## src/rtl/uart_io_pkg.sv

```systemverilog
// Shared types and constants for the UART request sequencer.
package uart_io_pkg;

    typedef enum logic {
        W_IDLE,
        W_PEND
    } w_state_t;

    typedef enum logic [1:0] {
        R_IDLE,
        R_COLLECT,
        R_DONE
    } r_state_t;

    localparam int unsigned BYTES_PER_WORD = 4;
    localparam int unsigned NEED_BYTE      = 1;

endpackage

```

## src/rtl/uart_io_ctrl_sync_fifo.sv

```systemverilog
// Single-clock FIFO with a fall-through head; dout reads 0 while empty.
module sync_fifo #(
    parameter int WIDTH      = 8,
    parameter int DEPTH_LOG2 = 4
) (
    input  logic             clk,
    input  logic             rstn,
    input  logic             i_push,
    input  logic             i_pop,
    input  logic [WIDTH-1:0] i_din,
    output logic [WIDTH-1:0] o_dout,
    output logic             o_full,
    output logic             o_empty
);
    localparam int DEPTH = 1 << DEPTH_LOG2;
    localparam logic [DEPTH_LOG2:0] FULL_COUNT = {1'b1, {DEPTH_LOG2{1'b0}}};

    logic [WIDTH-1:0]      r_mem [DEPTH];
    logic [DEPTH_LOG2-1:0] r_wr_ptr;
    logic [DEPTH_LOG2-1:0] r_rd_ptr;
    logic [DEPTH_LOG2:0]   r_count;
    logic                  w_push;
    logic                  w_pop;

    assign o_full  = (r_count == FULL_COUNT);
    assign o_empty = (r_count == '0);
    // Full is judged at the start of the cycle, so a same-cycle pop never frees the push slot.
    assign w_push  = i_push && !o_full;
    assign w_pop   = i_pop && !o_empty;
    assign o_dout  = o_empty ? '0 : r_mem[r_rd_ptr];

    always_ff @(posedge clk) begin
        if (w_push) begin
            r_mem[r_wr_ptr] <= i_din;
        end
    end

    always_ff @(posedge clk) begin
        if (!rstn) begin
            r_wr_ptr <= '0;
            r_rd_ptr <= '0;
            r_count  <= '0;
        end else begin
            if (w_push) begin
                r_wr_ptr <= r_wr_ptr + 1'b1;
            end
            if (w_pop) begin
                r_rd_ptr <= r_rd_ptr + 1'b1;
            end
            case ({w_push, w_pop})
                2'b10:   r_count <= r_count + 1'b1;
                2'b01:   r_count <= r_count - 1'b1;
                default: r_count <= r_count;
            endcase
        end
    end

endmodule

```

## src/rtl/uart_io_ctrl.sv

```systemverilog
// Turns core word/byte UART requests into buffered byte streams for the TX/RX PHYs.
module uart_io_ctrl
    import uart_io_pkg::*;
#(
    parameter int TX_DEPTH_LOG2 = 4,
    parameter int RX_DEPTH_LOG2 = 9
) (
    input  logic        clk,
    input  logic        rstn,
    input  logic        uart_wenable,
    input  logic [31:0] uart_wd,
    output logic        uart_wdone,
    input  logic        uart_renable,
    input  logic        uart_rword,
    output logic        uart_rdone,
    output logic [31:0] uart_rd,
    output logic [7:0]  tx_data,
    output logic        tx_valid,
    input  logic        tx_ready,
    input  logic [7:0]  rx_data,
    input  logic        rx_valid,
    output logic        rx_overflow
);
    w_state_t    r_wstate;
    w_state_t    w_wstate_next;
    logic [7:0]  r_wbyte;
    logic        r_wack;
    logic        w_tx_push;
    logic        w_tx_full;
    logic        w_tx_empty;

    r_state_t    r_rstate;
    r_state_t    w_rstate_next;
    logic [2:0]  r_need;
    logic [2:0]  r_got;
    logic [31:0] r_shift;
    logic [31:0] w_shift_next;
    logic [31:0] r_rd;
    logic        r_rx_overflow;
    logic        w_rx_pop;
    logic        w_last;
    logic [7:0]  w_rx_dout;
    logic        w_rx_full;
    logic        w_rx_empty;
    logic        w_unused_wd;

    assign w_unused_wd = ^uart_wd[31:8];

    sync_fifo #(.WIDTH(8), .DEPTH_LOG2(TX_DEPTH_LOG2)) u_tx_fifo (
        .clk     (clk),
        .rstn    (rstn),
        .i_push  (w_tx_push),
        .i_pop   (tx_valid && tx_ready),
        .i_din   (r_wbyte),
        .o_dout  (tx_data),
        .o_full  (w_tx_full),
        .o_empty (w_tx_empty)
    );

    sync_fifo #(.WIDTH(8), .DEPTH_LOG2(RX_DEPTH_LOG2)) u_rx_fifo (
        .clk     (clk),
        .rstn    (rstn),
        .i_push  (rx_valid),
        .i_pop   (w_rx_pop),
        .i_din   (rx_data),
        .o_dout  (w_rx_dout),
        .o_full  (w_rx_full),
        .o_empty (w_rx_empty)
    );

    assign tx_valid    = !w_tx_empty;
    assign uart_rd     = r_rd;
    assign rx_overflow = r_rx_overflow;

    // Write path: push once, then hold the ack until rdone is not using the completion slot.
    always_comb begin
        w_wstate_next = r_wstate;
        w_tx_push     = 1'b0;
        uart_wdone    = 1'b0;
        case (r_wstate)
            W_IDLE: begin
                if (uart_wenable) begin
                    w_wstate_next = W_PEND;
                end
            end
            W_PEND: begin
                w_tx_push  = !r_wack && !w_tx_full;
                uart_wdone = r_wack && (r_rstate != R_DONE);
                if (uart_wdone) begin
                    w_wstate_next = W_IDLE;
                end
            end
            default: w_wstate_next = W_IDLE;
        endcase
    end

    always_ff @(posedge clk) begin
        if (!rstn) begin
            r_wstate <= W_IDLE;
            r_wbyte  <= '0;
            r_wack   <= 1'b0;
        end else begin
            r_wstate <= w_wstate_next;
            if (r_wstate == W_IDLE && uart_wenable) begin
                r_wbyte <= uart_wd[7:0];
            end
            if (w_tx_push) begin
                r_wack <= 1'b1;
            end else if (uart_wdone) begin
                r_wack <= 1'b0;
            end
        end
    end

    // Read path: little-endian collection, one byte per cycle while data is available.
    always_comb begin
        w_rstate_next = r_rstate;
        w_rx_pop      = 1'b0;
        uart_rdone    = 1'b0;
        w_last        = 1'b0;
        case (r_rstate)
            R_IDLE: begin
                if (uart_renable) begin
                    w_rstate_next = R_COLLECT;
                end
            end
            R_COLLECT: begin
                w_rx_pop = !w_rx_empty;
                w_last   = w_rx_pop && ((r_got + 3'd1) == r_need);
                if (w_last) begin
                    w_rstate_next = R_DONE;
                end
            end
            R_DONE: begin
                uart_rdone    = 1'b1;
                w_rstate_next = R_IDLE;
            end
            default: w_rstate_next = R_IDLE;
        endcase
    end

    always_comb begin
        w_shift_next = r_shift;
        w_shift_next[{r_got[1:0], 3'b000} +: 8] = w_rx_dout;
    end

    always_ff @(posedge clk) begin
        if (!rstn) begin
            r_rstate      <= R_IDLE;
            r_need        <= '0;
            r_got         <= '0;
            r_shift       <= '0;
            r_rd          <= '0;
            r_rx_overflow <= 1'b0;
        end else begin
            r_rstate <= w_rstate_next;
            if (r_rstate == R_IDLE && uart_renable) begin
                r_need  <= uart_rword ? 3'(BYTES_PER_WORD) : 3'(NEED_BYTE);
                r_got   <= '0;
                r_shift <= '0;
            end
            if (w_rx_pop) begin
                r_shift <= w_shift_next;
                r_got   <= r_got + 3'd1;
                if (w_last) begin
                    r_rd <= w_shift_next;
                end
            end
            if (rx_valid && w_rx_full) begin
                r_rx_overflow <= 1'b1;
            end
        end
    end

endmodule

```

## config.mk

```make
export PLATFORM = sky130hd
export DESIGN_NAME = uart_io_ctrl
export DESIGN_NICKNAME = d
export VERILOG_FILES = /design/src/rtl/uart_io_pkg.sv /design/src/rtl/uart_io_ctrl_sync_fifo.sv /design/src/rtl/uart_io_ctrl.sv
export SDC_FILE = /design/constraint.sdc
export NUM_CORES = 2
export LEC_CHECK = 0
export BUFFER_PORTS_ARGS = -buffer_cell sky130_fd_sc_hd__buf_2
export CAP_MARGIN = 5
export CORE_MARGIN = 4
export CORE_UTILIZATION = 35
export DETAILED_ROUTE_END_ITERATION = 8
export PLACE_DENSITY = 0.55
export SETUP_SLACK_MARGIN = 0.5
export SYNTH_ARGS = -nofsm -noshare
export SYNTH_HDL_FRONTEND = slang
export SYNTH_MEMORY_MAX_BITS = 65536
export SYNTH_SLANG_ARGS = --single-unit
```

## constraint.sdc

```tcl
create_clock -name clk -period 3.8 [get_ports clk]
set_input_delay 0.76 -clock clk [delete_from_list [all_inputs] [get_ports clk]]
set_output_delay 0.76 -clock clk [all_outputs]
set_load 0.02 [all_outputs]
```

After elaboration in Yosys (flattened, before gate mapping)

Memories as Yosys holds them, arrays and structs flattened. A register that Yosys moved wholly into a read port is not among the register bits.
Index checks and enable logic that the tools add are counted.

Register bits after elaboration: 124
RAM bits: 4224
Bits of input ports: 47
Output and inout port bits: 44
Word-level logic and storage cells: 98
Memories kept: 2

Memories:

| memory          | words | bits a word | read ports | clocked after Yosys merged registers in | wr ports | RTL line                     | text |
|---|---|---|---|---|---|---|---|
| u_rx_fifo.r_mem | 512   | 8           | 1          | 1                                       | 1        | uart_io_ctrl_sync_fifo.sv:18 | `logic [WIDTH-1:0] r_mem [DEPTH];` |
| u_tx_fifo.r_mem | 16    | 8           | 1          | 1                                       | 1        | uart_io_ctrl_sync_fifo.sv:18 |  |

Add/subtract/negate cells: 10
Eq/ne operators: 12
Shift-type cells: 2
Muxes and demuxes: 31
Bitwise logic cells: 1
Reductions and logical operators: 25

Operator list:

| cell                                                                   | number |
|---|---|
| 32-bit 2-to-1 mux                                                      | 2 |
| 32-bit bitwise mux                                                     | 1 |
| 8-bit by 7-bit variable shift with 32-bit output, first input constant | 1 |
| 8-bit by 7-bit variable part select with 32-bit output                 | 1 |
| 10-bit case mux with 2 select lines                                    | 1 |
| 9-bit by 1-bit adder with 9-bit output, second input constant          | 2 |
| 9-bit 2-to-1 mux                                                       | 2 |
| 8-bit 2-to-1 mux                                                       | 2 |
| 1-bit 2-to-1 mux                                                       | 13 |
| 1-bit logical AND                                                      | 11 |
| 10-bit by 1-bit adder with 10-bit output, second input constant        | 1 |
| 10-bit == test, second input constant                                  | 1 |
| 10-bit logical NOT                                                     | 1 |
| 5-bit case mux with 2 select lines                                     | 1 |
| 10-bit by 1-bit subtractor with 10-bit output, second input constant   | 1 |
| 3-bit 2-to-1 mux                                                       | 3 |
| 4-bit by 1-bit adder with 4-bit output, second input constant          | 2 |
| 4-bit 2-to-1 mux                                                       | 2 |
| 2-bit nonzero test                                                     | 4 |
| 5-bit negator with 7-bit output                                        | 1 |
| 2-bit by 1-bit == test with 1-bit output, second input constant        | 3 |
| 2-bit == test, second input constant                                   | 3 |
| 2-bit inequality test, second input constant                           | 3 |
| 5-bit by 1-bit adder with 5-bit output, second input constant          | 1 |
| other kinds (12)                                                       | 18 |

Depth between registers and ports, before layout

Depth after elaboration: 7
Mapped depth: 19
Depth with buffers taken out: 15

Cells and area by module

Synthesis repeated with hierarchy kept, for this count alone.

Cell total of the unflattened synthesis: 8169
Area total of the unflattened synthesis: 169308.6 um^2

By module, submodules not included:

| module                 | instances | cells each | area each (um^2) | seq. area each (um^2) |
|---|---|---|---|---|
| sync_fifo at u_rx_fifo | 1         | 7479       | 159880.8         | 123738.7 |
| sync_fifo at u_tx_fifo | 1         | 319        | 5810.6           | 4184.0 |
| uart_io_ctrl           | 1         | 371        | 3617.2           | 1641.6 |

Worst setup path after synthesis

No wires, ideal clock.

Kind: flip-flop to flip-flop
Start point: reg u_rx_fifo.r_count[1]
End point: reg u_rx_fifo.r_count[6]
Library setup time: 0.115 ns
Arrival time: 3.866 ns
Required time: 3.685 ns
Path slack: -0.181 ns
Stages on the path, launching flop included: 20
Buffers on the path: 4
Period minus slack after synthesis: 3.981 ns
Cells stage by stage: dfxtp_1 -> clkbuf_1 -> or3_1 -> nor3_1 -> nand2_1 -> nand2b_1 -> inv_1 -> buf_1 -> ha_1 -> clkbuf_1 -> clkbuf_1 -> xor2_1 -> ha_1 -> or4_1 -> o21ai_0 -> or3b_2 -> a21bo_2 -> a21oi_1 -> xor2_1 -> and2_1

Longest elaborated chain between the ends: 6
Elaborated cells between the ends (all ways): 13
Those cells by class: add/sub: 2; eq/ne: 3; mux: 2; reduce/logical: 6

Ends and longest elaborated chain:

| element                                                                   | RTL line                                          | text |
|---|---|---|
| start: declaration                                                        | uart_io_ctrl_sync_fifo.sv:21                      | `logic [DEPTH_LOG2:0] r_count;` |
| start signal: assignment                                                  | uart_io_ctrl_sync_fifo.sv:51                      | `2'b10: r_count <= r_count + 1'b1;` |
| start signal: assignment                                                  | uart_io_ctrl_sync_fifo.sv:52                      | `2'b01: r_count <= r_count - 1'b1;` |
| start signal: assignment                                                  | uart_io_ctrl_sync_fifo.sv:53                      | `default: r_count <= r_count;` |
| 10-bit logical NOT *                                                      | uart_io_ctrl_sync_fifo.sv:26                      | `assign o_empty = (r_count == '0);` |
| 1-bit logical NOT *                                                       | uart_io_ctrl_sync_fifo.sv:29, uart_io_ctrl.sv:128 |  |
| 1-bit 2-to-1 mux                                                          | uart_io_ctrl.sv:121                               | `case (r_rstate)` |
| 1-bit logical AND *                                                       | uart_io_ctrl_sync_fifo.sv:29                      | `assign w_pop = i_pop && !o_empty;` |
| net u_rx_fifo.w_pop                                                       | uart_io_ctrl_sync_fifo.sv:23                      | `logic w_pop;` |
| 2-bit by 1-bit == test with 1-bit output or 2-bit == test (tied branches) | uart_io_ctrl_sync_fifo.sv:50                      | `case ({w_push, w_pop})` |
| 10-bit case mux with 2 select lines or 2-bit nonzero test (tied branches) | --                                                |  |

The timed path passes the listed nets; every way through them passes the cells marked *.
A chain may end at the register's enable or synchronous reset.

==> impl_results.md <==
- Total wire length: 517000 µm
- Num CTS Buffers: 452
- Total grt overflow: 0
- Max_cap viols: 0
- Fmax: 269 MHz
- GPL Wtd Cong: 0.851
- Cell taking the most area after synthesis: edfxtp_1
- Iteration-0 DRC Markers: 11400
- Status: finished clean
- Nets@finish: 10600
- Slew HR: 22.0%
- Cell Area, Placed: 190000 µm²
- Buffers on Ports: 66
- Area share of fa/ha/maj cells after synthesis: 0.173%
- WS Path Type: register to register
- Number of global-route vias before repair: 94400
- FP Rows: 256
- Post-Synth Simple-Gate Area: 3.96%
- Clk Latency, worst-skew pair: 0.99 ns
- Count leader, synth: edfxtp_1
- Width of the chip: 707 µm
- Via count: 94600
- XOR/XNOR Fraction of Synth Area: 0.184%
- Largest cells by area after synthesis: edfxtp_1, mux4_2, mux2i_1, dfxtp_1, a22oi_1
- Synth Net Count: 8838
- Mapped cell area: 171000 µm²
- Peak VDD IR: 0.000377 V
- Longest Clk Path Bufs: 4
- Fraction of layout cells with a size suffix above 1: 33.2%
- Nature of the critical path startpoint: register
- Unrepaired setup endpoints after global routing: yes
- Htree depth: 5
- Worst Setup End Kind: register
- Cell variety after synth: 95
- CTS tree: yes
- Sequential area share after synthesis: 75.8%
- Via density per instance: 5.46
- Most frequent cells after synthesis: edfxtp_1, mux4_2, mux2i_1
- Final min period: 3.72 ns
- Compound-gate portion of the synthesized area: 3.75%
- Fill count: 41700
- Share of flip-flops with an asynchronous set or reset: 0%
- Sink Count: 4360
- Final Hold Fails: 0
- Place WS: -0.847 ns
- Total Routing Usage GR: 20.1%
- Hold path startpoint: rstn
- Synth Area per Inst: 19.5 µm²
- Initial core utilization: 35.1%
- Final number of setup-violating endpoints: 0
- Fin area: 210000 µm²
- Primary FF master, synth: edfxtp_1
- Post-synthesis mux area share: 14.1%
- DR pass1 iterations: 8
- Fin Setup TNS: 0 ns
- Final max-slew violation count: 0
- #FFs+latches synth: 4360
- Area delta synth->final: 23.0%
- Post-synth EDFFs: 4224
- Initial antenna violation count: 27
- Final worst-path cycle share: 98.0%
- Post-route ant nets: 0
- Layout Utilization: 43.2%
- Root buf cell: clkbuf_16
- Crit path DAT: 4.57 ns
- Critical path required time: 4.65 ns
- Worst hold path type: input port to register
- Largest net degree at the start of global routing: 130
- Drt wl/cell: 29.8 µm
- Die area: 500000 µm²
- Largest fanout on the critical path: 8
- Ports: 91
- Clock Pin Slew Worst Setup and Hold Paths: 0.06 ns
- Mapped Cells: 8768
- Top-area cell type share of the netlist area: 74.2%
- Tightest Pin Transition: 1.17 ns
- Die height: 707 µm
- PwrDens: 553 nW/µm²
- First-pass GRT wire length: 725000 µm
- Core Box Area: 487000 µm²
- Worst setup margin: 0.0773 ns
- DRC violations left: 0
- P_leak: 0.0668 µW
- HPWL after DPL: 332000 µm
- Yosys warning count: 0
- Layout Skew: 0.0518 ns
- Largest family of logic cells by synthesized area: multiplexers
[repair_timing]
item | in CTS | in global routing
gates resized for setup | 524 | 160
pin swaps | 161 | 114
setup endpoints to repair | 520 | 136
hold buffers | 10 | 0
hold endpoints to repair | 10 | 0
buffers inserted | 156 | 74
cloned | 31 | 2
[report_power, final]
group          switching, µW  internal, µW
logic                  10100          9980
clock network          18400         24700
registers                248         52900
[state kept, by name, indices dropped and copies added, names as in the netlist, named ones only]
name	count
r_wack	1
u_tx_fifo.r_mem	128
r_wbyte	8
r_wstate	1
u_rx_fifo.r_wr_ptr	9
r_rstate	2
u_rx_fifo.r_mem	4096
u_rx_fifo.r_rd_ptr	9
u_rx_fifo.r_count	10
rx_overflow	1
u_tx_fifo.r_count	5
r_need	2
r_shift	32
u_tx_fifo.r_wr_ptr	4
r_got	3
u_tx_fifo.r_rd_ptr	4
uart_rd	32
[cells in the final DEF (no fill, tap or decap), types with 64 or more instances in the layout]
master / Yosys / routed
clkbuf_16: 0 / 455
o22ai_1: 74 / 64
dfxtp_1: 136 / 121
a22oi_1: 358 / 311
nor2_1: 610 / 588
edfxtp_1: 4224 / 4224
clkinv_2: 0 / 88
nand4_1: 94 / 94
buf_4: 142 / 1378
mux2i_1: 722 / 700
a21oi_1: 111 / 74
buf_6: 81 / 98
clkbuf_1: 209 / 93
clkinv_1: 4 / 108
nand2_1: 244 / 217
buf_12: 8 / 185
mux4_2: 728 / 728
o21ai_0: 95 / 73
[metal layers]
metal / GRT usage (%) / vias to the layer above / wire [µm] / part of all wire [%]
li1: - / 39500 / - / -
met1: 28.2 / 50200 / 215000 / 42
met2: 32.5 / 4171 / 246000 / 48
met3: 3.07 / 737 / 39100 / 7.6
met4: 6.15 / 12 / 17300 / 3.3
met5: 0 / - / 80 / 0.015
[stage by stage]
| step | total power (µW) | instances | hold slack, ns |
|---|---|---|---|
| floorplan | 63900 | 8768 | 0.424 |
| global placement | 70400 | 16200 | 0.437 |
| global route | 120000 | 17300 | 0.0806 |
| finish | 116000 | 17300 | 0.118 |
| CTS | 116000 | 17300 | 0.00375 |
| detailed placement | 70500 | 16200 | 0.440 |
[cell families after synthesis]
group | Yosys count
flip-flops | 4360
multiplexers | 1484
AND/OR/NAND/NOR | 1382
AO/OA/AOI/OAI | 914
buffers and inverters | 569
XOR/XNOR | 36
adder cells (fa/ha/maj) | 23
[area by class of cell]
cell class              instances  area (µm²)  area share [%]
flip-flops and latches       4360      130000            61.6
multi-input cells            3840       40400            19.2
repair buffers               1830       17900            8.51
clock buffers                 546       11700            5.55
well taps                    6450        8070            3.84
clock inverters               286        2660            1.26
inverters                      22         104          0.0494
diodes                          6        15.0         0.00714
[path summary, 6_finish.rpt]
check | to | slack (ns) | cells after the start
min | r_got[2] | 0.12 | 2
min reg2reg | r_shift[6] | 0.45 | 2
max | uart_rd[5] | 0.08 | 15
max reg2reg | uart_rd[5] | 0.08 | 15
[worst max-delay path, cell delays in order (launching register included)]
cell and delay, ns:
dfxtp_4 0.38, buf_12 0.21, buf_12 0.16, buf_16 0.15, buf_4 0.15, mux4_2 0.53
a22oi_2 0.20, nand4_1 0.21, a21oi_2 0.27, buf_4 0.18, nand3_4 0.12, buf_6 0.15
nor4b_2 0.15, buf_4 0.19, a222oi_1 0.39, a21oi_1 0.12
Power figures use the tool's default switching activity.
